--- src/rtl/cfi_shadow_stack_backend.sv ---
// CFI checking backend: pops control-flow log entries, keeps a shadow stack of
// return addresses and flags returns whose target does not match the stack top.
package cfi_shadow_stack_backend_pkg;
    localparam int unsigned VLEN = 64;

    typedef enum logic [1:0] {
        CFI_BRANCH = 2'd0,
        CFI_JUMP   = 2'd1,
        CFI_CALL   = 2'd2,
        CFI_RETURN = 2'd3
    } cf_type_e;

    typedef struct packed {
        logic [VLEN-1:0] pc;
        logic [VLEN-1:0] target;
        cf_type_e        cf_type;
        logic            is_compressed;
    } cfi_log_t;

    typedef struct packed {
        logic [63:0] cause;
        logic [63:0] tval;
        logic        valid;
    } exception_t;
endpackage

module cfi_shadow_stack_backend
    import cfi_shadow_stack_backend_pkg::*;
#(
    parameter int unsigned SS_DEPTH         = 16,
    parameter bit          STRICT_UNDERFLOW = 1'b1,
    parameter logic [63:0] FAULT_CAUSE      = 64'd18,
    parameter logic [63:0] FAULT_TVAL       = 64'd3
) (
    input  logic                       clk_i,
    input  logic                       rst_ni,
    input  cfi_log_t                   log_i,
    input  logic                       queue_empty_i,
    output logic                       queue_pop_o,
    input  logic                       flush_i,
    output exception_t                 cfi_fault_o,
    output logic [$clog2(SS_DEPTH):0]  ss_depth_o
);
    localparam int unsigned PTR_W = $clog2(SS_DEPTH);
    localparam int unsigned CNT_W = PTR_W + 1;

    typedef enum logic {
        S_IDLE  = 1'b0,
        S_CHECK = 1'b1
    } state_e;

    state_e           r_state;
    state_e           w_state_nxt;
    cfi_log_t         r_entry;
    logic [VLEN-1:0]  r_stack [SS_DEPTH];
    logic [PTR_W-1:0] r_tos;
    logic [CNT_W-1:0] r_cnt;
    exception_t       r_fault;

    logic             w_do_check;
    logic             w_push;
    logic             w_ret;
    logic             w_empty;
    logic             w_full;
    logic             w_fault;
    logic [PTR_W-1:0] w_top_idx;
    logic [VLEN-1:0]  w_top;
    logic [VLEN-1:0]  w_ret_addr;

    // State register
    always_ff @(posedge clk_i or negedge rst_ni) begin
        if (!rst_ni) begin
            r_state <= S_IDLE;
        end else begin
            r_state <= w_state_nxt;
        end
    end

    // Next state and pop; a flush abandons CHECK and blocks a new pop
    always_comb begin
        w_state_nxt = r_state;
        queue_pop_o = 1'b0;
        case (r_state)
            S_IDLE: begin
                if (!queue_empty_i) begin
                    queue_pop_o = 1'b1;
                    w_state_nxt = S_CHECK;
                end
            end
            S_CHECK: w_state_nxt = S_IDLE;
            default: w_state_nxt = S_IDLE;
        endcase
        if (flush_i) begin
            queue_pop_o = 1'b0;
            w_state_nxt = S_IDLE;
        end
    end

    always_ff @(posedge clk_i or negedge rst_ni) begin
        if (!rst_ni) begin
            r_entry <= '0;
        end else if (queue_pop_o) begin
            r_entry <= log_i;
        end
    end

    always_comb begin
        w_do_check = (r_state == S_CHECK) && !flush_i;
        w_push     = w_do_check && (r_entry.cf_type == CFI_CALL);
        w_ret      = w_do_check && (r_entry.cf_type == CFI_RETURN);
        w_empty    = (r_cnt == '0);
        w_full     = (r_cnt == CNT_W'(SS_DEPTH));
        w_top_idx  = r_tos - PTR_W'(1);
        w_top      = r_stack[w_top_idx];
        w_ret_addr = r_entry.pc + (r_entry.is_compressed ? VLEN'(2) : VLEN'(4));
        w_fault    = w_ret && (w_empty ? STRICT_UNDERFLOW : (w_top != r_entry.target));
    end

    // Stack contents carry no reset; only the pointers define validity
    always_ff @(posedge clk_i) begin
        if (w_push) begin
            r_stack[r_tos] <= w_ret_addr;
        end
    end

    // Pointers: full stack overwrites the oldest slot, count saturates
    always_ff @(posedge clk_i or negedge rst_ni) begin
        if (!rst_ni) begin
            r_tos <= '0;
            r_cnt <= '0;
        end else if (flush_i) begin
            r_tos <= '0;
            r_cnt <= '0;
        end else if (w_push) begin
            r_tos <= r_tos + PTR_W'(1);
            r_cnt <= w_full ? r_cnt : r_cnt + CNT_W'(1);
        end else if (w_ret && !w_empty) begin
            r_tos <= w_top_idx;
            r_cnt <= r_cnt - CNT_W'(1);
        end
    end

    always_ff @(posedge clk_i or negedge rst_ni) begin
        if (!rst_ni) begin
            r_fault <= '0;
        end else begin
            r_fault <= '0;
            if (w_fault) begin
                r_fault.valid <= 1'b1;
                r_fault.cause <= FAULT_CAUSE;
                r_fault.tval  <= FAULT_TVAL;
            end
        end
    end

    assign cfi_fault_o = r_fault;
    assign ss_depth_o  = r_cnt;

endmodule

--- config.mk ---
export PLATFORM = sky130hd
export DESIGN_NAME = cfi_shadow_stack_backend
export DESIGN_NICKNAME = d
export VERILOG_FILES = /design/src/rtl/cfi_shadow_stack_backend.sv
export SDC_FILE = /design/constraint.sdc
export NUM_CORES = 1
export LEC_CHECK = 0
export ABC_AREA = 1
export ABC_CLOCK_PERIOD_IN_PS = 5200
export BUFFER_PORTS_ARGS = -buffer_cell sky130_fd_sc_hd__clkbuf_2
export CORE_UTILIZATION = 48
export CTS_CLUSTER_SIZE = 14
export DETAILED_ROUTE_END_ITERATION = 6
export PLACE_DENSITY = 0.65
export SYNTH_ARGS = -nofsm -noshare
export SYNTH_HDL_FRONTEND = slang
export SYNTH_SLANG_ARGS = --single-unit
--- constraint.sdc ---
create_clock -name clk_i -period 5.2 [get_ports clk_i]
set_input_delay 1.04 -clock clk_i [delete_from_list [all_inputs] [get_ports clk_i]]
set_output_delay 1.04 -clock clk_i [all_outputs]
set_load 0.02 [all_outputs]
* After elaboration in Yosys (flattened, before gate mapping)
Memory sizes are Yosys's and may differ from the RTL's. Index checks and enable logic that the tools add are counted.
Storage, ports and cells: register bits 270, memory bits (writable) 1024, input port bits 135, output and inout bits 135, word-level logic and storage cells 49, memories 1
Operators by class: add/subtract/negate cells 5, eq/ne operators 5, multiplexer cells 17, bitwise gates (word level) 1, reductions and logical operators 10
Memory list:
- r_stack | depth 16, bits a word 64, rd ports 1, clocked after Yosys merged registers in 0, write ports 1, RTL line 55 | logic [VLEN-1:0] r_stack [SS_DEPTH];
Operator list (count):
- 2-to-1 mux 70 bit | 1
- adder 64 x 3 -> 64 bit | 1
- != test 64 bit | 1
- 2-to-1 mux 5 bit | 4
- 2-to-1 mux 4 bit | 3
- 2-to-1 mux 1 bit | 7
- adder 5 x 1 -> 5 bit, second input constant | 1
- equality test 5 bit, second input constant | 1
- logical AND 1 bit | 5
- logical NOT 5 bit | 1
- subtractor 5 x 1 -> 5 bit, second input constant | 1
- adder 4 x 1 -> 4 bit, second input constant | 1
- equality test 2 bit, second input constant | 2
- subtractor 4 x 1 -> 4 bit, second input constant | 1
- 2-to-1 mux 3 bit | 1
- != test 3 bit, second input constant | 1
- nonzero test 3 bit | 1
- logical NOT 1 bit | 2
- one-hot mux 1 bit (2 select lines) | 1
- AND reduction 2 bit | 1
- inverter 1 bit | 1

* Longest topological paths before layout
word-level depth 7, mapped depth 22, depth with buffers taken out 18

* Least setup slack after synthesis
OpenSTA, ideal clock, no wires.
path type input -> register, start point input flush_i, end point memory r_stack[11][0], enable pin, arrival 4324 ps, slack 390 ps, cell stages on the path 5, path through nor2_1 nand3_1 clkinv_1 nand2_1 nor2_1
On the way: cells in the longest elaborated chain, start to end 5
RTL lines:
- from (decl) | RTL line 40 | input logic flush_i,
- logical NOT 1 bit | RTL line 108 | w_do_check = (r_state == S_CHECK) && !flush_i;
- logical AND 1 bit | RTL line 108
- logical AND 1 bit | RTL line 109 | w_push = w_do_check && (r_entry.cf_type == CFI_CALL);
- 2-to-1 mux 1 bit | RTL line 121 | if (w_push) begin
- 2-to-1 mux 1 bit (implied by the code) | RTL line 122 | r_stack[r_tos] <= w_ret_addr;
- to (decl) | RTL line 55
Every way passes these cells.

* Final worst setup path
start point register r_entry[68] (netlist name), end point memory r_stack[6][57] (data pin)
On the way: cells in the longest elaborated chain, start to end 1
RTL lines:
- from (decl) | RTL line 54 | cfi_log_t r_entry;
- from (signal assigned) | RTL line 103 | r_entry <= log_i;
- adder 64 x 3 -> 64 bit | RTL line 115 | w_ret_addr = r_entry.pc + (r_entry.is_compressed ? VLEN'(2) : VLEN'(4));
- net w_ret_addr[57] | RTL line 68 | logic [VLEN-1:0] w_ret_addr;
The timed path passes the listed nets, and every way through them passes these cells.

==> flow_metrics.env <==
export IMPL_status="completed"
export IMPL_detail_route_wl_per_cell_um=23.3
export IMPL_finalSetupTns_ps=0
export IMPL_placed_cell_area_um2=51600
export IMPL_clock_sinks=1166
export IMPL_regArea_um2=34300
export IMPL_ctsResizeCount=0
export IMPL_post_route_period_util_pct=75.7
export IMPL_dp_cells=5850
export IMPL_crit_fanout=16
export IMPL_grtUsageTotal_pct=27.0
export IMPL_cpMostUsedCell="nand2_2"
export IMPL_drive_gt1_share_pct=10.5
export IMPL_p_per_area_nw_per_um2=436
export IMPL_worstPathCellList="ha_1, fa_1, nand3_2, inv_2, nand2_2, nor2_4, nand2_2, inv_1, nand4_1, nor3_2, nand3_1, nor3_1, xor2_1"
export IMPL_stdcell_count=6073
export IMPL_hold_viol=0
export IMPL_cts_max_level=3
export IMPL_synth_cell_types=41
export IMPL_ys_seq_elements=1166
export IMPL_crit_path_end_kind="flop"
export IMPL_die_area_um2=105000
export IMPL_multi_input_area_um2=13600
export IMPL_nets=4749
export IMPL_period_needed_ps=3940
export IMPL_power_mw=24.3
export IMPL_p_leak_nw=21.3
export IMPL_rsz0062_at_grt="no"
export IMPL_dp_hpwl_um=77500
export IMPL_r2r_start="r_entry[68]$_DFFE_PN0P_"
export IMPL_slew_headroom_pct=7.26
export IMPL_synthCells=4488
export IMPL_yosysSeqAreaShare_pct=69.2
export IMPL_holdWs_ps=431
export IMPL_drc_errors=0
export IMPL_grt_antenna_before_repair=3
export IMPL_reg2reg_depth=13
export IMPL_crit_slowest_cell="xor2_1"
export IMPL_slowest_delay_ps=1030
export IMPL_coreArea_um2=102000
export IMPL_yosys_warnings=0
export IMPL_num_rows=117
export IMPL_cts_hold_buf=0
export IMPL_cts_made_buffers=118
export IMPL_via_per_inst=5.62
export IMPL_die_width_um=323
export IMPL_synth_area_um2=49600
export IMPL_totalWireLength_um=141000
export IMPL_numPortBuffers=145
export IMPL_post_cts_buffers=0
export IMPL_worst_r2r_setup_slack_ps=1260
export IMPL_first_iter_violations=4455
export IMPL_rr_endpoint="r_stack[6][57]$_DFFE_PP_"
export IMPL_grt_remaining_overflow=0
export IMPL_ir_drop_mv=0.324
export IMPL_cts_root_buf="clkbuf_16"
export IMPL_hold_path_class="input pin to asynchronous set/reset pin"
export IMPL_fill_cells=8605
export IMPL_drt_first_pass_iters=5
export IMPL_startpoint_type="flop"
export IMPL_synthToLayoutAreaGrowth_pct=12.3
export IMPL_grt_pass1_vias=31600
export IMPL_fin_skew_ps=30.0
export IMPL_gp_congestion=0.883
export IMPL_floorplan_initialDensity_pct=48.6
export IMPL_chipHeight_um=323
export IMPL_slew_violations=0
export IMPL_drv_cap=0
export IMPL_ant_nets=0
export IMPL_worstMarginPinSlew_ps=1390
export IMPL_max_freq_mhz=254
export IMPL_finalInstanceArea_um2=55700
export IMPL_path_buf_inv=2
export IMPL_tritoncts="yes"
export IMPL_synth_area_per_cell_um2=11.1
export IMPL_clock_path_buffers=3
export IMPL_grt_pass1_wl_um=207000
export IMPL_crit_type="flop to flop"
export IMPL_utilization_pct=54.6
export IMPL_worstSkewPairLatency_ps=710
export IMPL_cpLargestDelayFamily="simple AND/OR/NAND/NOR gates"
export IMPL_timing_final_ws_setup_ps=1260
export IMPL_vias=34100
export IMPL_crit_arrival_ps=4240
export IMPL_top_level_ports=270
export IMPL_clkSlewWorstSetupHoldPaths_ps=60
export IMPL_grt_start_max_net_pins=218
export IMPL_pre_cts_slack_ps=1360
export IMPL_crit_required_ps=5500
export IMPL_setup_violations=0
[area by class of cell]
cell class	instances	area share (%)
repair buffers	239	2.99
clock inverters	79	1.76
diodes	1	0.00449
well taps	1368	3.07
clock buffers	143	5.60
inverters	74	0.539
flip-flops and latches	1166	61.6
multi-input cells	3003	24.4
[routing by layer]
| layer | GRT usage, % | vias to the layer above | wire [um] |
|---|---|---|---|
| met3 | 3.83 | 222 | 13600 |
| met2 | 42.1 | 1835 | 64800 |
| met1 | 39.2 | 16600 | 59200 |
| li1 | - | 15500 | - |
| met5 | 0 | - | 19 |
| met4 | 8.16 | 2 | 3620 |
[cells in the mapped netlist]
cell          n  area, um^2
a21oi_1      10        50.1
a22o_1        1        8.76
buf_1        12        45.0
buf_2       151         756
buf_4       132         991
clkbuf_1     73         274
clkinv_1      1        3.75
conb_1        1        3.75
dfrtp_1     142        3550
edfxtp_1   1024       30700
fa_1          2        40.0
ha_1         10         125
inv_1        70         263
inv_2         3        11.3
nand2_1    1601        6010
nand2_2       7        43.8
nand3_1     920        4600
nand3_2       4        40.0
nand3_4       1        17.5
nand3b_1     24         180
nand4_1      13        81.3
nand4_4       1        21.3
nor2_1       85         319
nor2_2        5        31.3
nor2_4        8        90.1
nor2_8        1        20.0
nor3_1       25         125
nor3_2        1        10.0
nor3_4        1        16.3
nor3b_1       1        7.51
nor4_1        8        50.1
nor4_2        2        25.0
o2111ai_1     1        8.76
o21ai_0      54         270
o21ai_1      13        65.1
o221ai_1      1        8.76
o22ai_1       3        18.8
or2_0         1        6.26
or2_2         2        12.5
xnor2_1      21         184
xor2_1       52         455
[state kept, by name, indices dropped and copies added, names as in the netlist]
name	flops
r_state	1
ss_depth_o	5
r_stack	1024
r_tos	4
cfi_fault_o	1
r_entry	131
[logic make-up after synthesis]
logic type | after synthesis | synth area share (%)
flip-flops | 1166 | 69.2
buffers and inverters | 442 | 4.73
XOR/XNOR | 73 | 1.29
adder cells (fa/ha/maj) | 12 | 0.333
AO/OA/AOI/OAI | 83 | 0.868
AND/OR/NAND/NOR | 2711 | 23.6
other | 1 | 0.00756
[how the worst max path moves through the flow]
| stage | startpoint | end | slack [ps] | depth (start not counted) |
|---|---|---|---|---|
| after CTS | r_entry[68]$_DFFE_PN0P_ | r_stack[0][57]$_DFFE_PP_ | 1290 | 13 |
| after detailed placement | r_entry[0]$_DFFE_PN0P_ | r_stack[4][57]$_DFFE_PP_ | 1360 | 13 |
| after floorplan | flush_i | r_stack[11][0]$_DFFE_PP_ | 390 | 5 |
| after global placement | r_tos[0]$_DFFE_PN0P_ | cfi_fault_o[1]$_DFF_PN0_ | 1370 | 15 |
| final | r_entry[68]$_DFFE_PN0P_ | r_stack[6][57]$_DFFE_PP_ | 1260 | 13 |
| after global routing | r_tos[0]$_DFFE_PN0P_ | cfi_fault_o[1]$_DFF_PN0_ | 950 | 15 |
[report_power, final]
| part | switching, mW | total (mW) | internal (mW) | leakage (nW) |
|---|---|---|---|---|
| registers | 0.258 | 11.0 | 10.7 | 11.0 |
| logic | 3.26 | 4.42 | 1.16 | 8.23 |
| clock network | 3.63 | 8.89 | 5.27 | 2.00 |
[layout by cell type, fill, tap and decap left out, types with 24 or more instances in the layout]
cell type / n
nand2_1: 1599
edfxtp_1: 1024
nand3_1: 920
clkbuf_2: 144
dfrtp_1: 141
conb_1: 124
clkbuf_16: 118
buf_4: 76
nor2_1: 69
inv_1: 67
o21ai_0: 54
xor2_1: 50
clkinv_2: 30
nor2_4: 24
nor3_1: 24
nand3b_1: 24
Note: power is estimated with default switching activity, not from simulation.
